File: src/rtl/pong_match_ctrl.sv
// Match-level sequencer for Pong: game FSM, both scores, the win decision, and the
// ball_rst/ball_en gating for the ball generator. Frame timing comes from a per-frame tick.
module pong_match_ctrl #(
  parameter int unsigned WIN_SCORE    = 7,
  parameter int unsigned SERVE_FRAMES = 60,
  parameter int unsigned POINT_FRAMES = 90
) (
  input  logic       clk,
  input  logic       reset,
  input  logic       frame_tick,
  input  logic       start,
  input  logic       miss_l,
  input  logic       miss_r,
  output logic       ball_rst,
  output logic       ball_en,
  output logic       serve_dir,
  output logic [3:0] score_l,
  output logic [3:0] score_r,
  output logic       game_over,
  output logic       winner,
  output logic [2:0] state
);

  typedef enum logic [2:0] {
    S_IDLE  = 3'd0,
    S_SERVE = 3'd1,
    S_PLAY  = 3'd2,
    S_POINT = 3'd3,
    S_OVER  = 3'd4
  } state_e;

  localparam logic [3:0] WIN_LIM   = 4'(WIN_SCORE);
  localparam logic [7:0] SERVE_LIM = 8'(SERVE_FRAMES);
  localparam logic [7:0] POINT_LIM = 8'(POINT_FRAMES);

  state_e     state_q, state_d;
  logic [7:0] cnt_q, cnt_d;
  logic [3:0] score_l_q, score_l_d;
  logic [3:0] score_r_q, score_r_d;
  logic       serve_dir_q, serve_dir_d;
  logic       winner_q, winner_d;
  logic       game_over_q, game_over_d;
  logic       ball_rst_q, ball_rst_d;
  logic       ball_en_q, ball_en_d;
  logic       start_q;
  logic       start_pe;
  logic [7:0] cnt_inc;

  assign start_pe = start & ~start_q;
  assign cnt_inc  = cnt_q + 8'd1;

  always_comb begin
    state_d     = state_q;
    cnt_d       = cnt_q;
    score_l_d   = score_l_q;
    score_r_d   = score_r_q;
    serve_dir_d = serve_dir_q;
    winner_d    = winner_q;
    case (state_q)
      S_IDLE, S_OVER: begin
        if (start_pe) begin
          score_l_d = 4'd0;
          score_r_d = 4'd0;
          cnt_d     = 8'd0;
          state_d   = S_SERVE;
          if (state_q == S_IDLE) serve_dir_d = 1'b0;
        end
      end
      S_SERVE: begin
        if (frame_tick) begin
          if (cnt_inc == SERVE_LIM) begin
            cnt_d   = 8'd0;
            state_d = S_PLAY;
          end else begin
            cnt_d = cnt_inc;
          end
        end
      end
      S_PLAY: begin
        // Serve goes toward whoever conceded the point.
        if (miss_l && !miss_r && score_r_q < WIN_LIM) begin
          score_r_d   = score_r_q + 4'd1;
          serve_dir_d = 1'b0;
          cnt_d       = 8'd0;
          if (score_r_d == WIN_LIM) begin
            winner_d = 1'b1;
            state_d  = S_OVER;
          end else begin
            state_d = S_POINT;
          end
        end else if (miss_r && !miss_l && score_l_q < WIN_LIM) begin
          score_l_d   = score_l_q + 4'd1;
          serve_dir_d = 1'b1;
          cnt_d       = 8'd0;
          if (score_l_d == WIN_LIM) begin
            winner_d = 1'b0;
            state_d  = S_OVER;
          end else begin
            state_d = S_POINT;
          end
        end else if (miss_l && miss_r) begin
          cnt_d   = 8'd0;
          state_d = S_POINT;
        end
      end
      S_POINT: begin
        if (frame_tick) begin
          if (cnt_inc == POINT_LIM) begin
            cnt_d   = 8'd0;
            state_d = S_SERVE;
          end else begin
            cnt_d = cnt_inc;
          end
        end
      end
      default: begin
        cnt_d   = 8'd0;
        state_d = S_IDLE;
      end
    endcase
    ball_rst_d  = (state_d == S_IDLE) || (state_d == S_SERVE) || (state_d == S_OVER);
    ball_en_d   = (state_d == S_PLAY);
    game_over_d = (state_d == S_OVER);
  end

  always_ff @(posedge clk or negedge reset) begin
    if (!reset) begin
      state_q     <= S_IDLE;
      cnt_q       <= 8'd0;
      score_l_q   <= 4'd0;
      score_r_q   <= 4'd0;
      serve_dir_q <= 1'b0;
      winner_q    <= 1'b0;
      game_over_q <= 1'b0;
      ball_rst_q  <= 1'b1;
      ball_en_q   <= 1'b0;
      start_q     <= 1'b0;
    end else begin
      state_q     <= state_d;
      cnt_q       <= cnt_d;
      score_l_q   <= score_l_d;
      score_r_q   <= score_r_d;
      serve_dir_q <= serve_dir_d;
      winner_q    <= winner_d;
      game_over_q <= game_over_d;
      ball_rst_q  <= ball_rst_d;
      ball_en_q   <= ball_en_d;
      start_q     <= start;
    end
  end

  assign state     = state_q;
  assign score_l   = score_l_q;
  assign score_r   = score_r_q;
  assign serve_dir = serve_dir_q;
  assign winner    = winner_q;
  assign game_over = game_over_q;
  assign ball_rst  = ball_rst_q;
  assign ball_en   = ball_en_q;

endmodule
File: config.mk
export PLATFORM = sky130hd
export DESIGN_NAME = pong_match_ctrl
export DESIGN_NICKNAME = d
export VERILOG_FILES = /design/src/rtl/pong_match_ctrl.sv
export SDC_FILE = /design/constraint.sdc
export NUM_CORES = 1
export LEC_CHECK = 0
export CAP_MARGIN = 20
export CORE_ASPECT_RATIO = 0.9
export CORE_MARGIN = 1
export CORE_UTILIZATION = 38
export DETAILED_ROUTE_END_ITERATION = 8
export PLACE_DENSITY_LB_ADDON = 0.3
export SYNTH_ARGS = -nofsm -noshare
export SYNTH_HDL_FRONTEND = slang
export SYNTH_SLANG_ARGS = --single-unit
File: constraint.sdc
create_clock -name clk -period 5.2 [get_ports clk]
set_input_delay 1.04 -clock clk [delete_from_list [all_inputs] [get_ports clk]]
set_output_delay 1.04 -clock clk [all_outputs]
set_load 0.01 [all_outputs]
**Yosys cells after proc, flatten, opt, wreduce, memory -nomap -nowiden**

Index checks and enable logic that the tools add are counted.

- Output and inout bits: 16
- Logic and storage cells: 93
- Bits of input ports: 6
- Register bits after elaboration: 25

- Reduce and logical (&&, ||, !) cells: 20
- Mux-type cells: 35
- Order comparisons: 2
- Bitwise logic cells: 2
- Equal/unequal tests: 21
- Add/subtract/negate cells: 3

Operators by type and width:

| cell | count |
|---|---|
| 8-bit 2-to-1 mux | 8 |
| 8-bit case mux with 4 select lines | 1 |
| 3-bit 2-to-1 mux | 10 |
| 4-bit 2-to-1 mux | 4 |
| 4-bit case mux with 2 select lines | 2 |
| 4-bit AND reduction | 4 |
| 2-bit inequality test, second input constant | 7 |
| 3-bit case mux with 4 select lines | 1 |
| 3-bit by 2-bit == test with 1-bit output, second input constant | 3 |
| 4-bit by 1-bit adder with 4-bit output, second input constant | 2 |
| 8-bit by 1-bit adder with 8-bit output, second input constant | 1 |
| 4-bit by 3-bit == test with 1-bit output, second input constant | 2 |
| 8-bit by 6-bit == test with 1-bit output, second input constant | 1 |
| 8-bit by 7-bit == test with 1-bit output, second input constant | 1 |
| 4-bit by 3-bit < comparator with 1-bit output, second input constant | 2 |
| 1-bit 2-to-1 mux | 8 |
| 3-bit by 1-bit == test with 1-bit output, second input constant | 2 |
| 3-bit == test, second input constant | 2 |
| 3-bit zero test | 2 |
| 2-bit nonzero test | 3 |
| 1-bit logical AND | 5 |
| 4-bit inequality test, second input constant | 1 |
| 3-bit inequality test, second input constant | 1 |
| 3-bit AND reduction | 1 |
| 7 further kinds | 9 |

**Logic depth before layout (Yosys ltp)**

Gate-level depths: netlist of run 1.

- Word-level depth: 9
- Depth in mapped cells: 7
- Mapped depth without buffers: 7

**Worst setup path after synthesis of run 1**

Ideal clock, no wire load.

- Path type: input -> register
- Start: in miss_l
- End: reg cnt_q[3]
- Required time: 5.124 ns
- Library setup time: 0.076 ns
- Stages on the path: 6
- Setup slack: 2.655 ns
- Arrival: 2.469 ns
- Path buffers: 0
- Path through: inv_2 > a2111oi_4 > nor2b_1 > a221o_1 > or4_1 > o21ai_1

- Word-level cells in the longest chain between the ends: 6
- Elaborated cells on any way between the ends: 11
- Classes of those cells: 1 x eq/ne; 3 x mux; 7 x reduce/logical

Ends and longest elaborated chain:

| item | line | RTL |
|---|---|---|
| from (decl) | 12 | `input logic miss_l,` |
| 1-bit zero test | 91 | `end else if (miss_r && !miss_l && score_l_q < WIN_LIM) begin` |
| 1-bit logical AND (2 in series) | 91 |  |
| 8-bit 2-to-1 mux | 91 |  |
| 8-bit 2-to-1 mux | 81 | `if (miss_l && !miss_r && score_r_q < WIN_LIM) begin` |
| 8-bit case mux with 4 select lines | 59 | `case (state_q)` |
| to (signal assigned) | 140 | `cnt_q <= cnt_d;` |
| to (decl) | 37 | `logic [7:0] cnt_q, cnt_d;` |

Several ways; a longest one is shown, not always the timed one.
A chain may end at the register's enable or synchronous reset.

**Worst setup path after layout of run 1**

Same ends and word-level chain as after synthesis.

==> flow_summary.json, run 1 <==
{
  "worstPathMaxFanout": 16,
  "grt_pass1_vias": 1168,
  "num_vias": 1254,
  "drt-initial-drc-count": 101,
  "cp.arrival_ps": 3330,
  "worstMarginPinSlew_ps": 615,
  "grt_setup_unrepaired": "no",
  "r2r_start": "score_r[0]$_DFFE_PN0P_",
  "synth_cell_types": 47,
  "start_util_pct": 41.0,
  "cts_sinks": 25,
  "maxSlewViolCount": 0,
  "p_int_uw": 330,
  "hold_buffers": 0,
  "cts.reportedPaths.clkPinSlew_ps": 100,
  "fin_skew_ps": 10.9,
  "seqPwrFrac_pct": 51.9,
  "timing.final.crit_share_pct": 60.0,
  "drcViolationCount": 0,
  "fmax_mhz": 320,
  "cts_resized": 0,
  "ir_drop_v": 0.000159,
  "power_uw": 503,
  "synth_seq_area_share_pct": 43.6,
  "area_growth_pct": 21.8,
  "holdCritPathClass": "flip-flop to flip-flop",
  "powerDensity_nw_per_um2": 287,
  "async_reset_ff_share_pct": 100,
  "stdcell_count": 220,
  "swShare_pct": 34.4,
  "numPortBuffers": 21,
  "grt_pass1_wl_um": 5400,
  "rrSetupSlack_ps": 2600,
  "n_antenna_cell": 0,
  "final_nets": 189,
  "grt_util_all_layers_pct": 17.9,
  "drt-wirelength-per-cell_um": 14.5,
  "combPwrFrac_pct": 24.2,
  "ys_seq_elements": 25,
  "synth_nets": 165,
  "ys_top_cells_by_area": "dfrtp_1 42%, ha_1 5.2%, nand2_1 3.9%, a21oi_1 3.8%, o21ai_0 3.8%",
  "holdWs_ps": 550,
  "tns_ps": 0,
  "p_leak_uw": 0.000705,
  "core_um2": 3500,
  "num_rows": 20,
  "power.share.clock_pct": 23.9,
  "htree_levels": 1,
  "routed_via_density": 5.70,
  "r2r_cells": 6,
  "clk_latency_ps": 280,
  "period_needed_ps": 3120,
  "gp_congestion": 0.784,
  "slew_headroom_pct": 58.8,
  "clockRootBuffer": "clkbuf_8",
  "synth-edff-count": 0,
  "grt-ovfl-total": 0,
  "start_kind": "input port",
  "syn_inst": 153,
  "min_to": "score_l[3]$_DFFE_PN0P_",
  "final_common_cell": "dfrtp_1",
  "first_pass_iters": 4,
  "regToRegEndpoint": "cnt_q[3]$_DFFE_PN0P_",
  "hold_viol_final": 0,
  "avgSynthCellArea_um2": 9.39,
  "yosysTopAreaCell": "dfrtp_1",
  "cts_inserted_buffers": 3,
  "cts_max_path_buffers": 2,
  "pin_count": 22,
  "cp_slowest_cell": "a221o_1",
  "run_status": "completed",
  "cts_tree": "yes",
  "cp-end-kind": "flip-flop",
  "die_w_um": 66.8,
  "cts_setup_buffers": 0,
  "wl_um": 3180,
  "antenna_found_initial": 0,
  "drive_gt1_share_pct": 7.39,
  "path_class": "input port to flip-flop",
  "max_cap_violations": 0,
  "path_cells": "clkdlybuf4s50_1, inv_2, a2111oi_4, nor2b_1, a221o_1, or4_1, o21ai_1",
  "final-setup-viol-count": 0,
  "max_stage_delay_ps": 530,
  "antenna_left": 0,
  "ys.flop_type": "dfrtp_1",
  "dieArea_um2": 4030,
  "min_from": "score_l[3]$_DFFE_PN0P_",
  "yosys_warnings": 0,
  "switchingPower_uw": 173,
  "synth.cell_area_um2": 1440,
  "startpoint": "miss_l",
  "hpwl_um": 2330,
  "die_h_um": 60.3,
  "synth_top_area_share_pct": 41.8,
  "dpl.cell_count": 215,
  "final_cell_mix": "24 x dfrtp_1, 21 x clkdlybuf4s50_1, 15 x nand2_1",
  "hold_path_depth": 2,
  "required_ps": 5400,
  "grt_max_degree": 26
}
==> routing by layer <==
layer / share of wire, % / global-route usage [%] / vias up / wire length, um
li1: - / - / 607 / -
met1: 49 / 24.8 / 610 / 1560
met2: 46 / 28.4 / 32 / 1460
met3: 3.9 / 4.20 / 5 / 125
met4: 1.0 / 4.56 / 0 / 32
met5: 0 / 0 / - / 0
==> cell type report <==
cell class / count / area, um2
clock inverters: 1 / 7.51
flip-flops and latches: 25 / 627
fillers: 319 / 1750
inverters: 6 / 22.5
repair buffers: 22 / 225
multi-input cells: 119 / 771
clock buffers: 3 / 41.3
well taps: 44 / 55.1
==> cell families (layout without fill, tap and decap cells) <==
kind of cell,count (synthesis),after routing,synth area share [%]
AO/OA/AOI/OAI,46,46,22.6
XOR/XNOR,2,2,1.22
adder cells (fa/ha/maj),6,6,5.23
buffers and inverters,9,32,2.70
flip-flops,25,25,43.6
multiplexers,1,1,0.697
AND/OR/NAND/NOR,64,64,24.0
==> registers in the layout, indices dropped and copies added (netlist names) <==
register	flops
ball_en	1
score_l	4
state	3
ball_rst	1
start_q	1
score_r	4
game_over	1
serve_dir	1
winner	1
cnt_q	8
==> synth_stat cells (all sizes together), types with 2 or more instances <==
cell and number:
a2111oi 3, a21o 2, a21oi 11, a31oi 3, buf 2, dfrtp 24, ha 6, inv 6
nand2 15, nand2b 5, nand3 10, nor2 12, nor2b 3, nor3 3, nor3b 3, o21ai 16
o31ai 2, or2 3, or3 2, xnor2 2
==> stage by stage <==
step | utilization (%) | cell area [um2] | setup WS, ps
2_1_floorplan | - | 1440 | 2650
4_1_cts | 49.5 | 1730 | 2080
3_3_place_gp | 48.1 | 1690 | 1870
6_report | 49.9 | 1750 | 2080
3_5_place_dp | 48.1 | 1690 | 1790
5_1_grt | 49.9 | 1750 | 1950
==> critical path, delay by kind of cell <==
| family | cells | cell delay (ps) |
|---|---|---|
| buffers and inverters | 2 | 560 |
| AND/OR/NAND/NOR | 2 | 660 |
| AO/OA/AOI/OAI | 3 | 1050 |
==> how the worst max path moves through the flow <==
stage	endpoint	cells past startpoint	slack (ps)
2_1_floorplan	cnt_q[3]$_DFFE_PN0P_	6	2650
3_3_place_gp	cnt_q[3]$_DFFE_PN0P_	7	1870
3_5_place_dp	cnt_q[3]$_DFFE_PN0P_	7	1790
4_1_cts	cnt_q[3]$_DFFE_PN0P_	7	2080
5_1_grt	cnt_q[3]$_DFFE_PN0P_	7	1950
6_report	cnt_q[3]$_DFFE_PN0P_	7	2080
==> power by group through the flow <==
| stage | Combinational (uW) | Sequential [uW] | Clock [uW] |
|---|---|---|---|
| after floorplan | 96.0 | 253 | 0 |
| after global placement | 115 | 262 | 0 |
| after detailed placement | 119 | 265 | 0 |
| after CTS | 121 | 260 | 122 |
| after global routing | 137 | 267 | 130 |
| final | 122 | 261 | 120 |
(Power assumes the default switching activity.)
==> run 2: changes to the inputs <==
==> constraint.sdc (replaced) <==
create_clock -name clk -period 3.11 [get_ports clk]
set_input_delay 0.622 -clock clk [delete_from_list [all_inputs] [get_ports clk]]
set_output_delay 0.622 -clock clk [all_outputs]
set_load 0.01 [all_outputs]
==> flow_summary.json, run 2 (synthesis results as in run 1) <==
{
  "cts_inserted_buffers": 3,
  "routed_via_density": 5.53,
  "p_int_uw": 552,
  "die_h_um": 60.3,
  "tns_ps": 0,
  "antenna_found_initial": 0,
  "area_growth_pct": 22.3,
  "maxSlewViolCount": 0,
  "first_pass_iters": 4,
  "switchingPower_uw": 290,
  "drt-initial-drc-count": 98,
  "startpoint": "miss_l",
  "num_rows": 20,
  "cts_setup_buffers": 0,
  "required_ps": 3310,
  "setup.worst_path.end": "cnt_q[3]$_DFFE_PN0P_",
  "nFillCells": 332,
  "wl_met1_um": 1500,
  "hold_viol_final": 0,
  "final-setup-viol-count": 0,
  "grt-ovfl-total": 0,
  "htree_levels": 1,
  "start_kind": "input port",
  "worstPathMaxFanout": 12,
  "n_antenna_cell": 0,
  "fmax_mhz": 378,
  "cts.reportedPaths.clkPinSlew_ps": 90,
  "cts_resized": 0,
  "final_nets": 191,
  "final_common_cell": "dfrtp_1",
  "core_um2": 3500,
  "grt_pass1_wl_um": 5220,
  "regToRegEndpoint": "cnt_q[3]$_DFFE_PN0P_",
  "holdWs_ps": 559,
  "rrSetupSlack_ps": 560,
  "holdCritPathClass": "flip-flop to flip-flop",
  "grt_util_all_layers_pct": 17.4,
  "path_class": "input port to flip-flop",
  "drive_gt1_share_pct": 8.43,
  "antenna_left": 0,
  "max_cap_violations": 0,
  "timing.final.crit_share_pct": 85.1,
  "power.share.clock_pct": 23.9,
  "largest_reg_flops": 8,
  "r2r_start": "score_r[0]$_DFFE_PN0P_",
  "wl_um": 3000,
  "cts_max_path_buffers": 2,
  "numPortBuffers": 21,
  "swShare_pct": 34.5,
  "slew_headroom_pct": 70.9,
  "cp.arrival_ps": 2850,
  "final_cell_mix": "24 x dfrtp_1, 21 x clkdlybuf4s50_1, 15 x nand2_1",
  "dieArea_um2": 4030,
  "run_status": "completed",
  "hpwl_um": 2270,
  "ir_drop_v": 0.000212,
  "cts_sinks": 25,
  "combPwrFrac_pct": 24.2,
  "stdcell_count": 222,
  "wl_met2_um": 1300,
  "pin_count": 22,
  "cp-end-kind": "flip-flop",
  "top_register": "cnt_q",
  "clockRootBuffer": "clkbuf_8",
  "grt_setup_unrepaired": "no",
  "grt_max_degree": 26,
  "powerDensity_nw_per_um2": 479,
  "r2r_cells": 6,
  "hold_buffers": 0,
  "fin_skew_ps": 6.22,
  "seqPwrFrac_pct": 51.9,
  "num_vias": 1227,
  "gp_congestion": 0.822,
  "drcViolationCount": 0,
  "die_w_um": 66.8,
  "met3_length_um": 156,
  "period_needed_ps": 2650,
  "grt_pass1_vias": 1141,
  "maxUsedRoutingLayer": "met4",
  "drt-wirelength-per-cell_um": 13.5,
  "clk_latency_ps": 280,
  "dpl.cell_count": 218,
  "p_leak_uw": 0.000713,
  "cts_tree": "yes",
  "worstMarginPinSlew_ps": 433,
  "start_util_pct": 41.0
}
-- run 2: changes by cell type in the layout (fill, tap and decap cells not counted), sizes merged --
cell	before	now
buf	1	3
-- run 2: power by group through the flow --
stage               registers (uW)  logic [uW]  clock network, uW
floorplan                      423         161                  0
detailed placement             441         202                  0
global placement               438         193                  0
CTS                            435         205                201
global route                   445         229                216
finish                         437         204                201
-- run 2: how the worst min path moves through the flow --
stage | slack (ps) | endpoint | depth (start not counted) | start
2_1_floorplan | 330 | ball_en$_DFF_PN0_ | 0 | reset
3_3_place_gp | 520 | cnt_q[1]$_DFFE_PN0P_ | 2 | cnt_q[1]$_DFFE_PN0P_
3_5_place_dp | 540 | serve_dir$_DFFE_PN0P_ | 2 | serve_dir$_DFFE_PN0P_
4_1_cts | 560 | winner$_DFFE_PN0P_ | 2 | winner$_DFFE_PN0P_
5_1_grt | 580 | winner$_DFFE_PN0P_ | 2 | winner$_DFFE_PN0P_
6_report | 560 | score_l[3]$_DFFE_PN0P_ | 2 | score_l[3]$_DFFE_PN0P_
-- run 2: final cells by class --
| cell class | instances | area (um2) | share of cell area, % |
|---|---|---|---|
| Clock inverter | 1 | 7.51 | 0.427 |
| Sequential cell | 25 | 627 | 35.7 |
| Timing Repair Buffer | 24 | 233 | 13.2 |
| Inverter | 6 | 22.5 | 1.28 |
| Clock buffer | 3 | 41.3 | 2.35 |
| Multi-Input combinational cell | 119 | 771 | 43.9 |
| Tap cell | 44 | 55.1 | 3.13 |
-- run 2: critical path: stages --
cell and delay (ps):
clkdlybuf4s50_1 510, inv_2 50, a2111oi_4 420, nor2b_1 140, a221o_1 500, or4_1 510, o21ai_1 90
-- run 2: metal layers --
metal / vias to the layer above / track usage, %
met5: - / 0
met4: 0 / 8.51
met2: 44 / 26.4
met3: 5 / 2.86
met1: 570 / 24.3
li1: 608 / -
-- run 2: stage by stage --
step	power (uW)	util, %	worst slack, ps	cell area, um2
after floorplan	583	-	863	1440
after global placement	631	48.8	273	1710
after detailed placement	644	48.8	196	1710
after CTS	841	50.1	472	1760
after global routing	890	50.1	285	1760
final	842	50.1	464	1760
==> run 3: changes to the inputs <==
==> constraint.sdc (replaced) <==
create_clock -name clk -period 3.11 [get_ports clk]
set_input_delay 0.4665 -clock clk [delete_from_list [all_inputs] [get_ports clk]]
set_output_delay 0.4665 -clock clk [all_outputs]
set_load 0.01 [all_outputs]
==> flow_summary.json, run 3 (synthesis results as in run 1) <==
{
  "cp.arrival_ps": 2880,
  "final_common_cell": "dfrtp_1",
  "die_w_um": 66.8,
  "holdCritPathClass": "input port to asynchronous set/reset pin",
  "p_leak_uw": 0.000712,
  "holdWs_ps": 547,
  "grt_pass1_wl_um": 5330,
  "use_met3_pct": 2.86,
  "top_register": "cnt_q",
  "startpoint": "score_r[0]$_DFFE_PN0P_",
  "n_antenna_cell": 0,
  "max_cap_violations": 0,
  "cts_tree": "yes",
  "seqPwrFrac_pct": 52.3,
  "hold_buffers": 0,
  "fin_ws_ps": 425,
  "busiest_layer": "met2",
  "num_vias": 1235,
  "grt_pass1_vias": 1129,
  "antenna_found_initial": 0,
  "rrSetupSlack_ps": 430,
  "cts.reportedPaths.clkPinSlew_ps": 80,
  "start_kind": "flip-flop",
  "path_cells": "ha_1, a2111oi_4, nor2b_1, a221o_1, or4_1, o21ai_1",
  "cp-end-kind": "flip-flop",
  "swShare_pct": 33.7,
  "period_needed_ps": 2680,
  "numPortBuffers": 21,
  "powerDensity_nw_per_um2": 475,
  "core_um2": 3500,
  "maxSlewViolCount": 0,
  "timing.final.crit_share_pct": 86.3,
  "slew_headroom_pct": 64.3,
  "wl_um": 3070,
  "dpl.cell_count": 217,
  "pre_cts_ws_ps": 219,
  "drt-wirelength-per-cell_um": 13.9,
  "path_delay_family": "compound AO/OA/AOI/OAI gates",
  "clockRootBuffer": "clkbuf_8",
  "grt_max_degree": 26,
  "antenna_left": 0,
  "cts_setup_buffers": 0,
  "grt-ovfl-total": 0,
  "cp_slowest_cell": "a221o_1",
  "r2r_start": "score_r[0]$_DFFE_PN0P_",
  "grt_util_all_layers_pct": 17.9,
  "path_class": "flip-flop to flip-flop",
  "cts_sinks": 25,
  "required_ps": 3300,
  "run_status": "completed",
  "max_stage_delay_ps": 550,
  "dpl_cell_area_um2": 1700,
  "pin_count": 22,
  "cts_inserted_buffers": 3,
  "hpwl_um": 2250,
  "first_pass_iters": 4,
  "hold_viol_final": 0,
  "ir_drop_v": 0.000248,
  "largest_reg_flops": 8,
  "area_growth_pct": 21.6,
  "use_met1_pct": 26.0,
  "cts_max_path_buffers": 2,
  "use_met2_pct": 26.4,
  "cts_resized": 0,
  "fmax_mhz": 372,
  "worstMarginPinSlew_ps": 531,
  "final_area_um2": 1750,
  "routed_via_density": 5.59,
  "final-setup-viol-count": 0,
  "grt_setup_unrepaired": "no",
  "start_util_pct": 41.0,
  "path_buf_inv": 0,
  "drt-initial-drc-count": 99,
  "tns_ps": 0,
  "htree_levels": 1,
  "num_rows": 20,
  "combPwrFrac_pct": 24.5,
  "switchingPower_uw": 280,
  "clk_latency_ps": 270,
  "final_cell_mix": "24 x dfrtp_1, 21 x clkdlybuf4s50_1, 15 x nand2_1",
  "dieArea_um2": 4030,
  "worstPathMaxFanout": 16,
  "drcViolationCount": 0,
  "stdcell_count": 221,
  "power.share.clock_pct": 23.2,
  "drive_gt1_share_pct": 7.91,
  "die_h_um": 60.3,
  "p_int_uw": 549,
  "gp_congestion": 0.783,
  "final_nets": 190,
  "fin_skew_ps": 1.27
}
-- run 3: cell types whose count changed in the layout (fill, tap and decap cells not counted), sizes merged --
cell / change
clkinv: +1
buf: -1
clkinvlp: -1
-- run 3: final timing paths --
check | end | cells past startpoint
worst min register to register | winner$_DFFE_PN0P_ | 2
min in group clk | winner$_DFFE_PN0P_ | 2
worst min-delay path | cnt_q[6]$_DFFE_PN0P_ | 2
worst max-delay path | cnt_q[3]$_DFFE_PN0P_ | 6
max in group asynchronous | ball_rst$_DFF_PN1_ | 2
worst max register to register | cnt_q[3]$_DFFE_PN0P_ | 6
-- run 3: power by group through the flow --
stage / clock network (uW) / registers [uW] / logic, uW
after floorplan: 0 / 423 / 161
after global placement: 0 / 438 / 193
after detailed placement: 0 / 440 / 200
after CTS: 198 / 433 / 202
after global routing: 211 / 443 / 232
final: 193 / 434 / 203
-- run 3: per-layer routing --
metal	wire [um]	up-vias
li1	-	612
met5	0	-
met4	45	0
met1	1590	584
met2	1310	33
met3	120	6
-- run 3: worst reg2reg max path, cell delays in order, from the launching register on --
cell	delay (ps)
dfrtp_1	460
ha_1	310
a2111oi_4	510
nor2b_1	150
a221o_1	550
or4_1	530
o21ai_1	100
-- run 3: through the flow --
stage	utilization, %	total power [uW]
3_3_place_gp	48.5	630
5_1_grt	49.9	886
4_1_cts	49.9	833
2_1_floorplan	-	583
3_5_place_dp	48.5	640
6_report	49.9	829
-- run 3: final cells by class --
class                      instances  area (um2)
tap                               44        55.1
multi-input combinational        119         771
inverter                           6        22.5
fill                             327        1760
timing repair buffer              23         225
sequential                        25         627
clock inverter                     1        5.00
clock buffer                       3        41.3
